--- src/rtl/regfile_dec.sv ---
`default_nettype none
`timescale 1ns/1ps
// ============================================================================
// Module      : regfile_dec
// Description : Register file with enable-gated one-hot write decoder, one
//               synchronous write port, two combinational read ports and an
//               optionally hardwired-zero top register. Optional same-cycle
//               write-to-read forwarding under macro REGFILE_BYPASS_EN.
// Revision    : 1.0 - initial release
// ============================================================================
module regfile_dec #(
    parameter int ADDR_W   = 5,
    parameter int DATA_W   = 64,
    parameter int ZERO_TOP = 1
) (
    input  logic                     clk,
    input  logic                     reset_n,
    input  logic                     wr_en,
    input  logic [ADDR_W-1:0]        wr_addr,
    input  logic [DATA_W-1:0]        wr_data,
    input  logic [ADDR_W-1:0]        rd_addr1,
    input  logic [ADDR_W-1:0]        rd_addr2,
    output logic [DATA_W-1:0]        rd_data1,
    output logic [DATA_W-1:0]        rd_data2,
    output logic [(2**ADDR_W)-1:0]   wr_sel
);

    localparam int                c_nreg     = 2**ADDR_W;
    localparam logic [ADDR_W-1:0] c_top_addr = ADDR_W'(c_nreg - 1);
    localparam logic              c_zero_top = (ZERO_TOP != 0);

    logic [DATA_W-1:0] w_regs [c_nreg];

    always_comb begin
        wr_sel = '0;
        for (int k = 0; k < c_nreg; k++) begin
            wr_sel[k] = wr_en && (wr_addr == ADDR_W'(k));
        end
    end

    // The zeroed register has no storage at all; its slot is a constant.
    generate
        for (genvar k = 0; k < c_nreg; k++) begin : g_reg
            if (c_zero_top && (k == c_nreg - 1)) begin : g_zero
                assign w_regs[k] = '0;
            end else begin : g_live
                logic [DATA_W-1:0] r_q;
                always_ff @(posedge clk or negedge reset_n) begin
                    if (!reset_n) begin
                        r_q <= '0;
                    end else if (wr_sel[k]) begin
                        r_q <= wr_data;
                    end
                end
                assign w_regs[k] = r_q;
            end
        end
    endgenerate

    always_comb begin
        rd_data1 = w_regs[rd_addr1];
`ifdef REGFILE_BYPASS_EN
        if (reset_n && wr_en && (rd_addr1 == wr_addr)) begin
            rd_data1 = wr_data;
        end
`endif
        if (c_zero_top && (rd_addr1 == c_top_addr)) begin
            rd_data1 = '0;
        end
    end

    always_comb begin
        rd_data2 = w_regs[rd_addr2];
`ifdef REGFILE_BYPASS_EN
        if (reset_n && wr_en && (rd_addr2 == wr_addr)) begin
            rd_data2 = wr_data;
        end
`endif
        if (c_zero_top && (rd_addr2 == c_top_addr)) begin
            rd_data2 = '0;
        end
    end

endmodule
`default_nettype wire

--- config.mk ---
export PLATFORM = sky130hd
export DESIGN_NAME = regfile_dec
export DESIGN_NICKNAME = d
export VERILOG_FILES = /design/src/rtl/regfile_dec.sv
export SDC_FILE = /design/constraint.sdc
export NUM_CORES = 2
export LEC_CHECK = 0
export CAP_MARGIN = 20
export CORE_AREA = 5 5 526 528
export CTS_BUF_LIST = sky130_fd_sc_hd__clkbuf_2
export DETAILED_ROUTE_END_ITERATION = 16
export DIE_AREA = 0 0 531 533
export GPL_ROUTABILITY_DRIVEN = 0
export SYNTH_ARGS = -nofsm -noshare
export SYNTH_HDL_FRONTEND = slang
export SYNTH_SLANG_ARGS = --single-unit
--- constraint.sdc ---
create_clock -name clk -period 4.2 [get_ports clk]
set_input_delay 0.84 -clock clk [delete_from_list [all_inputs] [get_ports clk]]
set_output_delay 0.84 -clock clk [all_outputs]
set_load 0.01 [all_outputs]
# Word level (Yosys, flattened, before mapping)
# Cells that the tools add are included.
[word_totals]
register_bits = 1984
latchBits = 0
output_inout_bits = 160
rom_bits = 0
in_bits = 82
mem_count = 0
ramBits = 0
word_cells = 109
[op_classes]
bitwise_logic = 2
shift = 0
eq_ne = 33
mux = 8
addsub = 0
n_lt_le_gt_ge = 2
multipliers = 0
div = 0
reduce_logical = 33
[ops]
columns = ["cell", "count"]
rows = [
  ["$bmux 64 s5", 2],
  ["$mux 64", 6],
  ["$eq 5x5->1 const B", 18],
  ["$eq 5x4->1 const B", 8],
  ["$logic_and 1x1->1", 32],
  ["$eq 5x3->1 const B", 4],
  ["$ge 6x6->1 const B", 2],
  ["$not 5->6", 2],
  ["$eq 5x2->1 const B", 2],
  ["$eq 5x1->1 const B", 1],
  ["$logic_not 5->1", 1],
]

# Depth between registers and ports, before layout
[logic_depth]
depth_word = 5
ltp_mapped = 9
ltp_nobuf = 5

# Worst setup path after synthesis
# Ideal clock, no wire load.
[synth_path]
path_type = "input port to output port"
startpoint = "input port rd_addr1[2]"
endpoint = "output port rd_data1[42]"
arrival_time_ps = 2376
n_path_buf = 3
slack_ps = 984
required_time_ps = 3360
stages = 7
cell_sequence = "buf_2 buf_2 clkbuf_1 mux4_2 mux2_2 a32oi_1 nand2_1"
[synth_via]
elab_chain_cells = 5
word_cells_on_any_way = 6
cone_classes = "eq/ne: 1; mux: 4; bitwise: 1"
[synth_rtl]
columns = ["element", "line_no", "source"]
rows = [
  ["from (decl)", "21", "input logic [ADDR_W-1:0] rd_addr1,"],
  ["$not 5->6 (implied by the code)", "61", "rd_data1 = w_regs[rd_addr1];"],
  ["$bmux 64 s5", "61", ""],
  ["$mux 64 (implied by the code) (2 in series)", "61", ""],
  ["$mux 64 *", "67", "if (c_zero_top && (rd_addr1 == c_top_addr)) begin"],
  ["to (decl)", "23", "output logic [DATA_W-1:0] rd_data1,"],
]
# Every way passes the cells marked *; elsewhere a longest branch is shown, timed or not. The select of a mux whose other input is x is not followed.

# Worst setup path in the final report
[layout_path]
startpoint = "register g_reg[18].g_live.r_q[48]"
endpoint = "output port rd_data1[48]"
[layout_via]
elab_chain_cells = 4
[layout_rtl]
columns = ["element", "line_no", "source"]
rows = [
  ["from (decl)", "47", "logic [DATA_W-1:0] r_q;"],
  ["from (signal assigned)", "52", "r_q <= wr_data;"],
  ["$bmux 64 s5", "61", ""],
  ["$mux 64 (implied by the code) (2 in series)", "61", ""],
  ["$mux 64", "67", ""],
]
# Every way passes these cells. The select of a mux whose other input is x is not followed.

==> out/qor.yml <==
status: "finished, violations left"
violations: "setup timing"
fin_crit_sh: 1.03
dp_slack_ps: -77.2
muxShareOfSynthArea: 0.392
io_buffer_count: 241
row_count: 192
largest_reg_flops: 1984
synthSimpleGateAreaFrac: 0.0338
syn-instance-count: 7978
ys_types: 48
pwr_density_cell_nw_per_um2: 421
syn_nets: 8060
yosysTopAreaCellShare: 0.459
combPwrFrac: 0.261
synth_area_leaders: "dfrtp_1 46%, mux2_2 22%, mux4_2 13%"
cts_buffer_depth: 4
synth_compound_area_frac: 0.0721
grt_use_total: 0.270
clk_pin_slew_ps: 90
p_clk_frac: 0.263
core_area_um2: 272000
seqPwrFrac: 0.475
synth_xor_xnor_area_share: 0
peakVddDrop_mv: 0.191
holdCritPathClass: "in -> reg"
worstSetupPathType: "reg -> out"
wl_per_cell_um: 30.8
antenna_found_initial: 32
dpl_cell_area_um2: 118000
syn_area_um2: 108000
worstHoldPathCells: 2
setup.worst_path.end_class: "primary output"
synth_flop_cell: "dfrtp_1"
regMostFlops: "g.g_live.r_q"
drt-initial-drc-count: 6037
nFillCells: 24200
fmax_mhz: 231
initial_core_util: 0.398
cts.sinks: 1984
worstPathRequired_ps: 3360
worstMarginPinSlew_ps: 1130
synth_fa_ha_area_frac: 0
route.detailed.drc: 0
postSynthAreaPerCell_um2: 13.6
synth_seq_cells: 1984
period_needed_ps: 4330
grt_pass1_vias: 81400
p_leak_nw: 56.8
dp.cells: 11500
slew_headroom: 0.247
r2r_slack_ps: 3160
first_pass_iters: 6
fin_worst_skew_ps: 0
vias: 77400
worstRegToRegCells: 3
synth-edff-count: 0
startpoint_type: "register"
yosysSeqAreaShare: 0.459
final_layout_size_suffix_gt1_frac: 0.549
grt_max_degree: 134
crit_fanout: 3
routed_wl_um: 388000
maxSlewViolCount: 0
synth_top_family_by_area: "multiplexers"
yosys_warnings: 0
ant_nets: 0
stdcell_area_um2: 127000
grt_first_pass_wirelength_um: 567000
async_flop_share: 1.00
hpwlAfterDp_um: 226000
clk_latency_ps: 1690
final_hold_viol_count: 0
finalNonFillerCells: 12600
nets: 8746
synth_top_area_cell: "dfrtp_1"
cp.arrival_ps: 3490
reg_top3: "g.g_live.r_q: 1984 flops"
chipHeight_um: 533
overflow: 0
finalSetupViolCount: 19
fin_util: 0.469
dieWidth_um: 531
die-area_um2: 283000
whs_ps: 256
rsz0062_at_grt: "yes"
htree_num_levels: 6
internal-power_mw: 36.6
p_switching_mw: 17.0
cap_violations: 0
io-pin-count: 242
area_delta_synth_final_pct: 17.9
cts_root_buffer: "clkbuf_2"
vias_per_cell: 6.14
switching_share: 0.318
cts_buffers: 536
cts_tree: "done"
finalWorstSetupSlack_ps: -130
cells by family after synthesis:
logic type             Yosys count
muxes                         3212
AOI/OAI and AO/OA             1090
DFF                           1984
buffers and inverters          873
and+or+nand+nor                819
placed cells by master, fill, tap and decap left out, drive strengths merged, types with 84 or more instances in the layout:
master | netlist | final
a211oi | 129 | 129
a21o | 128 | 128
a21oi | 191 | 191
buf | 505 | 896
clkbuf | 354 | 756
clkdlybuf4s50 | 0 | 102
clkinv | 0 | 84
dfrtp | 1984 | 1984
mux2 | 2186 | 2186
mux2i | 423 | 423
mux4 | 603 | 603
nand2 | 510 | 510
nor2b | 134 | 134
o21ai | 128 | 128
per-layer routing:
metal,GRT usage,up-vias,share of wire
met5,0,-,0.00035
met4,0.122,22,0.049
met3,0.0550,975,0.075
met2,0.426,3432,0.46
met1,0.360,41200,0.41
li1,-,31800,-
layout make-up:
class / instances / area [um2] / share of cell area
well taps: 3589 / 4490 / 0.0352
multi-input cells: 5121 / 57700 / 0.452
clock inverters: 125 / 925 / 0.00725
clock buffers: 754 / 3770 / 0.0296
repair buffers: 1007 / 10900 / 0.0856
inverters: 14 / 62.6 / 0.000491
flip-flops and latches: 1984 / 49600 / 0.389
diodes: 14 / 35.0 / 0.000275
stage by stage:
step / setup TNS (ps) / power (mW)
after floorplan: 0 / 33.7
after global placement: -183 / 37.7
after detailed placement: -187 / 38.3
after CTS: -25230 / 53.5
after global routing: -13850 / 56.4
final: -947 / 53.7
critical path, stage by stage (launching register included):
cell	delay [ps]
dfrtp_1	410
mux4_2	470
mux2_4	280
a22oi_2	200
buf_4	170
nand2_8	70
buf_6	130
synth_stat cells, drive strengths merged (67+ instances only):
library cell	count
dfrtp	1984
or2	67
mux2	2186
a21o	128
mux4	603
a22oi	74
buf	505
nor2b	134
nor2	83
clkbuf	354
mux2i	423
a211oi	129
nand2	510
a21oi	191
o21ai	128
power groups by stage:
stage                     sequential (mW)  combinational (mW)  clock [mW]
after global placement               25.6                12.1           0
after detailed placement             25.9                12.4           0
after CTS                            25.4                13.5        14.5
final                                25.5                14.0        14.1
after floorplan                      24.9                8.83           0
after global routing                 26.0                15.0        15.5
path summary, 6_finish.rpt:
path / start / to
min: wr_data[19] / g_reg[22].g_live.r_q[19]
min reg2reg: g_reg[13].g_live.r_q[24] / g_reg[13].g_live.r_q[24]
max reg2reg: g_reg[15].g_live.r_q[30] / g_reg[15].g_live.r_q[30]
max: g_reg[18].g_live.r_q[48] / rd_data1[48]
max in group asynchronous: reset_n / g_reg[4].g_live.r_q[20]
min in group asynchronous: reset_n / g_reg[4].g_live.r_q[42]
timing repair:
action	in CTS	in global routing
hold endpoints to repair	1908	100
hold buffers	3	5
setup buffers	168	50
pin swaps	274	202
resized for setup	1183	214
setup endpoints to repair	128	118
Note: power is estimated with default switching activity, not from simulation.
